--- src/rtl/vga_sync_decoder.sv ---
// VGA timing sink: rebuilds the pixel position from hsync/vsync/display_on,
// acquires lock, and flags sync or display-enable edges that arrive off-timing.
module vga_sync_decoder #(
  parameter int H_VISIBLE  = 640,
  parameter int H_FRONT    = 16,
  parameter int H_SYNC     = 96,
  parameter int H_BACK     = 48,
  parameter int V_VISIBLE  = 480,
  parameter int V_FRONT    = 10,
  parameter int V_SYNC     = 2,
  parameter int V_BACK     = 33,
  parameter int LOCK_LINES = 4
) (
  input  logic        clk,
  input  logic        reset,
  input  logic        hsync,
  input  logic        vsync,
  input  logic        display_on,
  output logic [9:0]  pos_x,
  output logic [9:0]  pos_y,
  output logic        locked,
  output logic        frame_start,
  output logic        err_h,
  output logic        err_v,
  output logic        err_de,
  output logic [15:0] err_count
);

  localparam int H_TOTAL = H_VISIBLE + H_FRONT + H_SYNC + H_BACK;
  localparam int V_TOTAL = V_VISIBLE + V_FRONT + V_SYNC + V_BACK;
  localparam int TO_MAX  = 2 * H_TOTAL;
  localparam int TO_W    = $clog2(TO_MAX + 1);
  localparam int GOOD_W  = $clog2(LOCK_LINES + 1);

  localparam logic [9:0] X_LAST   = 10'(H_TOTAL - 1);
  localparam logic [9:0] Y_LAST   = 10'(V_TOTAL - 1);
  localparam logic [9:0] HS_ON    = 10'(H_VISIBLE + H_FRONT);
  localparam logic [9:0] HS_OFF   = 10'(H_VISIBLE + H_FRONT + H_SYNC);
  localparam logic [9:0] VS_ON    = 10'(V_VISIBLE + V_FRONT);
  localparam logic [9:0] VS_OFF   = 10'(V_VISIBLE + V_FRONT + V_SYNC);
  localparam logic [9:0] H_VIS    = 10'(H_VISIBLE);
  localparam logic [9:0] V_VIS    = 10'(V_VISIBLE);
  localparam logic [TO_W-1:0]   TO_SAT    = TO_W'(TO_MAX);
  localparam logic [GOOD_W-1:0] GOOD_LOCK = GOOD_W'(LOCK_LINES);

  typedef enum logic [1:0] {SEARCH, H_ACQ, V_ACQ, LOCKED} state_t;

  state_t            state_reg, state_next;
  logic [GOOD_W-1:0] good_reg, good_next;
  logic [TO_W-1:0]   timeout_reg, timeout_next;
  logic              hs_prev_reg, vs_prev_reg;
  logic [9:0]        x_reg, y_reg, px, py, x_next, y_next;
  logic              frame_start_reg, err_h_reg, err_v_reg, err_de_reg;
  logic [15:0]       err_count_reg;
  logic              hs_rise, hs_fall, vs_rise, vs_fall;
  logic              bad_h, bad_v, bad_de, in_lock;

  assign pos_x       = x_reg;
  assign pos_y       = y_reg;
  assign locked      = (state_reg == LOCKED);
  assign frame_start = frame_start_reg;
  assign err_h       = err_h_reg;
  assign err_v       = err_v_reg;
  assign err_de      = err_de_reg;
  assign err_count   = err_count_reg;

  // Edge detection, position prediction/recovery and the off-timing checks.
  always_comb begin
    hs_rise = hsync & ~hs_prev_reg;
    hs_fall = ~hsync & hs_prev_reg;
    vs_rise = vsync & ~vs_prev_reg;
    vs_fall = ~vsync & vs_prev_reg;
    px      = (x_reg == X_LAST) ? 10'd0 : x_reg + 10'd1;
    py      = y_reg;
    if (px == 10'd0) py = (y_reg == Y_LAST) ? 10'd0 : y_reg + 10'd1;
    x_next  = hs_rise ? HS_ON : px;
    y_next  = vs_rise ? VS_ON : py;
    timeout_next = timeout_reg;
    if (hs_rise)                  timeout_next = '0;
    else if (timeout_reg != TO_SAT) timeout_next = timeout_reg + TO_W'(1);
    in_lock = (state_reg == LOCKED);
    bad_h   = (hs_rise && px != HS_ON) || (hs_fall && px != HS_OFF);
    bad_v   = (vs_rise && (px != 10'd0 || py != VS_ON)) ||
              (vs_fall && (px != 10'd0 || py != VS_OFF));
    bad_de  = display_on != ((x_next < H_VIS) && (y_next < V_VIS));
  end

  // Lock state machine: next state and good-line counter, timeout wins over all.
  always_comb begin
    state_next = state_reg;
    good_next  = good_reg;
    case (state_reg)
      SEARCH: begin
        if (hs_rise) begin
          state_next = H_ACQ;
          good_next  = '0;
        end
      end
      H_ACQ: begin
        if (hs_rise) begin
          if (px == HS_ON) begin
            good_next = good_reg + GOOD_W'(1);
            if (good_next == GOOD_LOCK) state_next = V_ACQ;
          end else begin
            good_next = '0;
          end
        end
      end
      V_ACQ: begin
        if (hs_rise && px != HS_ON) begin
          state_next = H_ACQ;
          good_next  = '0;
        end else if (vs_rise && px == 10'd0) begin
          state_next = LOCKED;
        end
      end
      default: begin
        if (bad_h) begin
          state_next = H_ACQ;
          good_next  = '0;
        end else if (bad_v) begin
          state_next = V_ACQ;
        end
      end
    endcase
    if (timeout_next == TO_SAT) begin
      state_next = SEARCH;
      good_next  = '0;
    end
  end

  // State, history, recovered position and registered status pulses.
  always_ff @(posedge clk) begin
    if (reset) begin
      state_reg       <= SEARCH;
      good_reg        <= '0;
      timeout_reg     <= '0;
      hs_prev_reg     <= 1'b0;
      vs_prev_reg     <= 1'b0;
      x_reg           <= '0;
      y_reg           <= '0;
      frame_start_reg <= 1'b0;
      err_h_reg       <= 1'b0;
      err_v_reg       <= 1'b0;
      err_de_reg      <= 1'b0;
      err_count_reg   <= '0;
    end else begin
      state_reg       <= state_next;
      good_reg        <= good_next;
      timeout_reg     <= timeout_next;
      hs_prev_reg     <= hsync;
      vs_prev_reg     <= vsync;
      x_reg           <= x_next;
      y_reg           <= y_next;
      frame_start_reg <= in_lock && x_next == 10'd0 && y_next == 10'd0;
      err_h_reg       <= in_lock && bad_h;
      err_v_reg       <= in_lock && bad_v;
      err_de_reg      <= in_lock && bad_de;
      if (in_lock && (bad_h || bad_v || bad_de) && err_count_reg != 16'hFFFF)
        err_count_reg <= err_count_reg + 16'd1;
    end
  end

endmodule

--- config.mk ---
export PLATFORM = sky130hd
export DESIGN_NAME = vga_sync_decoder
export DESIGN_NICKNAME = d
export VERILOG_FILES = /design/src/rtl/vga_sync_decoder.sv
export SDC_FILE = /design/constraint.sdc
export NUM_CORES = 1
export LEC_CHECK = 0
export ABC_AREA = 1
export CAP_MARGIN = 20
export CELL_PAD_IN_SITES_DETAIL_PLACEMENT = 1
export CELL_PAD_IN_SITES_GLOBAL_PLACEMENT = 2
export CORE_MARGIN = 2
export CORE_UTILIZATION = 32
export DETAILED_ROUTE_END_ITERATION = 7
export PLACE_DENSITY_LB_ADDON = 0.15
export RECOVER_POWER = 100
export SLEW_MARGIN = 40
export SYNTH_ARGS = -nofsm -noshare
export SYNTH_HDL_FRONTEND = slang
export SYNTH_SLANG_ARGS = --single-unit
export TNS_END_PERCENT = 10
--- constraint.sdc ---
create_clock -name clk -period 4.5 [get_ports clk]
set_input_delay 0.9 -clock clk [delete_from_list [all_inputs] [get_ports clk]]
set_output_delay 0.9 -clock clk [all_outputs]
set_load 0.1 [all_outputs]
==> impl_metrics.py <==
metrics = {
    "timing": {
        "worst_slack_ns": 0.925,
        "finClkSkew_ns": 0.00542,
        "hold_viol": 0,
        "min_period_over_period_pct": 79.4,
        "fin_setup_tns_ns": 0,
        "period_minus_slack_ns": 3.57,
        "rsz0062_at_grt": "no",
        "fmax_mhz": 280,
        "worstMarginPinSlew_ns": 1.18,
        "drv_slew": 0,
        "setup-violations-final": 0,
        "maxSlewHeadroom_pct": 21.5,
    },
    "worst_setup_path": {
        "r2r_setup_slack_ns": 0.93,
        "crit-reg2reg-capture": "err_count[1]",
        "ff2ff_path_depth": 20,
        "crit_type": "reg2reg",
        "cp.arrival_ns": 3.79,
        "required_ns": 4.71,
        "crit_top_cell": "nand2_1",
        "path_buf_inv": 1,
        "crit-reg2reg-launch": "pos_x[0]",
        "critPathMaxStageDelay_ns": 0.44,
        "path_delay_family": "simple AND/OR/NAND/NOR gates",
        "crit_slowest_cell": "dfxtp_1",
        "end_kind": "flip-flop",
        "path_cells": "ha_1, nand2_1, nor2_4, nand2_1, nand3_1, nand2_1, nor2_1, nand3_1, o21ai_2, nand2_1, inv_1, nand3_1, nand2_1, nand2_2, nor2_1, nand2_2, nand3_2, nand2_1, nand2_1, nor2_1",
        "start_kind": "flip-flop",
        "critPathMaxFanout": 22,
    },
    "finish": {
        "synthToLayoutAreaGrowth_pct": 18.1,
        "diodes": 0,
        "largest_register_ffs": 16,
        "nets": 658,
        "fin_cells": 788,
        "layout-drive-gt1-share_pct": 6.36,
    },
    "logic_synthesis": {
        "yosys_warnings": 0,
        "yosys.cell_types.count": 36,
        "synth-edff-count": 0,
        "syn-num-nets": 608,
        "ys.flop_type": "dfxtp_1",
        "netlist_area_um2": 3710,
        "avgSynthCellArea_um2": 6.30,
        "syn_inst": 590,
        "synth-seq-cells": 58,
        "ys_seq_area_share_pct": 31.3,
        "async_flop_share_pct": 0,
    },
    "clock_network": {
        "tritoncts": "done",
        "postCtsHoldBufs": 0,
        "clk_pin_slew_worst_paths_ns": 0.05,
        "post_cts_resized": 0,
        "cts_buffers": 9,
        "insertion_delay_ns": 0.32,
        "cts_sinks": 58,
        "ctsHtreeMaxLevel": 3,
        "cts_root_buf": "clkbuf_16",
        "clockBufferDepth": 2,
        "postCtsSetupBuffers": 0,
    },
    "placed_design": {
        "dp.cells": 772,
        "place_ws_ns": 1.07,
        "detailed_place_hpwl_um": 8250,
        "place_congestion": 0.829,
        "portBuffers": 45,
    },
    "drt": {
        "wl_per_cell_um": 13.9,
        "wirelength_um": 10900,
        "dr.first_iter.drc_count": 136,
        "viasPerCell": 4.90,
        "drt-pass1-iter-count": 4,
        "route.vias.total": 3860,
        "drc": 0,
        "final_antenna_net_count": 0,
    },
    "worst_hold_path": {
        "worstHoldPathType": "reg2reg",
        "hp-start": "state_reg[0]",
        "hold_depth": 2,
        "whs_endpoint": "state_reg[0]",
    },
    "floorplan": {
        "core.rowCount": 39,
        "core-area_um2": 11400,
        "start_util_pct": 32.7,
        "pin_count": 46,
        "die_x_um": 112,
        "die_area_um2": 12500,
        "fp.dieH_um": 112,
    },
    "power_and_ir_drop": {
        "p_int_mw": 1.25,
        "p_comb_share_pct": 20.8,
        "power.leakage_nw": 2.05,
        "p_per_area_nw_per_um2": 411,
        "p_sw_share_pct": 30.7,
        "p_switching_mw": 0.554,
        "clockPowerShare_pct": 47.4,
        "max-vdd-ir-drop_mv": 0.195,
        "seq_power_share_pct": 31.9,
    },
    "global_route": {
        "grt_pass1_vias": 3843,
        "antenna_found_initial": 0,
        "grt_max_degree": 27,
        "grt_first_pass_wirelength_um": 18500,
        "grt_usage_pct": 18.1,
        "grt_overflow_total": 0,
    },
    "status": {
        "status": "finished, final reports clean",
    },
    "run": {
        "drv_cap": 0,
    },
}
[cell type report]
class	instances	area, µm²
flip-flops and latches	58	1160
well taps	143	179
inverters	103	387
multi-input cells	419	2080
repair buffers	49	216
fillers	1521	6980
clock inverters	5	125
clock buffers	11	243
[tightest hold or removal path, stage by stage (launching register included)]
cell and delay, ns:
dfxtp_1 0.34, nand2_1 0.08, a21oi_1 0.05
[cell usage after synthesis (2+ instances only)]
cell / n / share of area, %
a21oi_1: 11 / 1.5
buf_1: 2 / 0.20
buf_2: 3 / 0.40
buf_6: 2 / 0.61
clkbuf_1: 3 / 0.30
clkinv_1: 2 / 0.20
dfxtp_1: 58 / 31
ha_1: 13 / 4.4
inv_1: 95 / 9.6
inv_2: 6 / 0.61
nand2_1: 137 / 14
nand2_2: 8 / 1.3
nand3_1: 49 / 6.6
nand3_2: 10 / 2.7
nand3b_1: 3 / 0.61
nand4_1: 22 / 3.7
nor2_1: 98 / 9.9
nor2_2: 2 / 0.34
nor2_4: 4 / 1.2
nor3_1: 20 / 2.7
nor4_1: 5 / 0.84
o21ai_0: 10 / 1.3
o21ai_1: 2 / 0.27
o21bai_1: 3 / 0.61
xnor2_1: 3 / 0.71
xor2_1: 9 / 2.1
[worst max-delay path by stage]
stage / from / endpoint / slack (ns) / cells past startpoint
floorplan: pos_x[0] / err_count[9] / 1.20 / 21
global placement: vsync / err_count[13] / 1.20 / 12
detailed placement: vsync / err_count[1] / 1.07 / 12
CTS: pos_x[0] / err_count[1] / 1.25 / 21
global route: pos_x[0] / err_count[1] / 0.50 / 21
finish: pos_x[0] / err_count[1] / 0.93 / 20
[routing by layer]
metal | routed length, µm | track usage, % | vias to the layer above
met5 | 0 | 0 | -
met4 | 212 | 6.26 | 0
met3 | 296 | 3.10 | 15
met2 | 5200 | 30.9 | 53
met1 | 5220 | 23.1 | 1836
li1 | - | - | 1956
[placed cells by master (no fill, tap or decap), types with 2 or more instances in the layout]
master,n
nand2_1,139
nor2_1,100
inv_1,95
dfxtp_1,58
nand3_1,52
clkbuf_1,44
nand4_1,22
nor3_1,20
ha_1,13
a21oi_1,11
o21ai_0,11
xor2_1,9
clkbuf_16,9
nand3_2,7
nand2_2,6
inv_2,5
nor4_1,5
bufinv_16,4
o21bai_1,3
clkinv_1,3
nand3b_1,3
xnor2_1,3
clkdlybuf4s50_1,3
nor2_4,2
nor2_2,2
buf_4,2
[per-stage QoR]
step           cell area (µm²)  util (%)  power (mW)  hold slack, ns
2_1_floorplan             3710         -       0.888           0.473
3_3_place_gp              4320      38.0       0.972           0.499
3_5_place_dp              4120      36.2       0.972           0.511
4_1_cts                   4480      39.4        1.84           0.519
5_1_grt                   4390      38.6        1.90           0.556
6_report                  4390      38.6        1.80           0.512
[power groups by stage]
stage          Clock (mW)  Sequential [mW]  Combinational (mW)
4_1_cts             0.876            0.575               0.389
3_5_place_dp            0            0.586               0.387
3_3_place_gp            0            0.585               0.387
6_report            0.854            0.575               0.374
2_1_floorplan           0            0.668               0.220
5_1_grt             0.904            0.580               0.418
[kinds of logic after synthesis]
kind of cell | share of synthesized area, %
compound gates | 5.25
xor+xnor | 2.83
flops | 31.3
buf+inv | 11.9
simple gates | 44.4
fa+ha+maj | 4.38
Power figures use the tool's default switching activity.
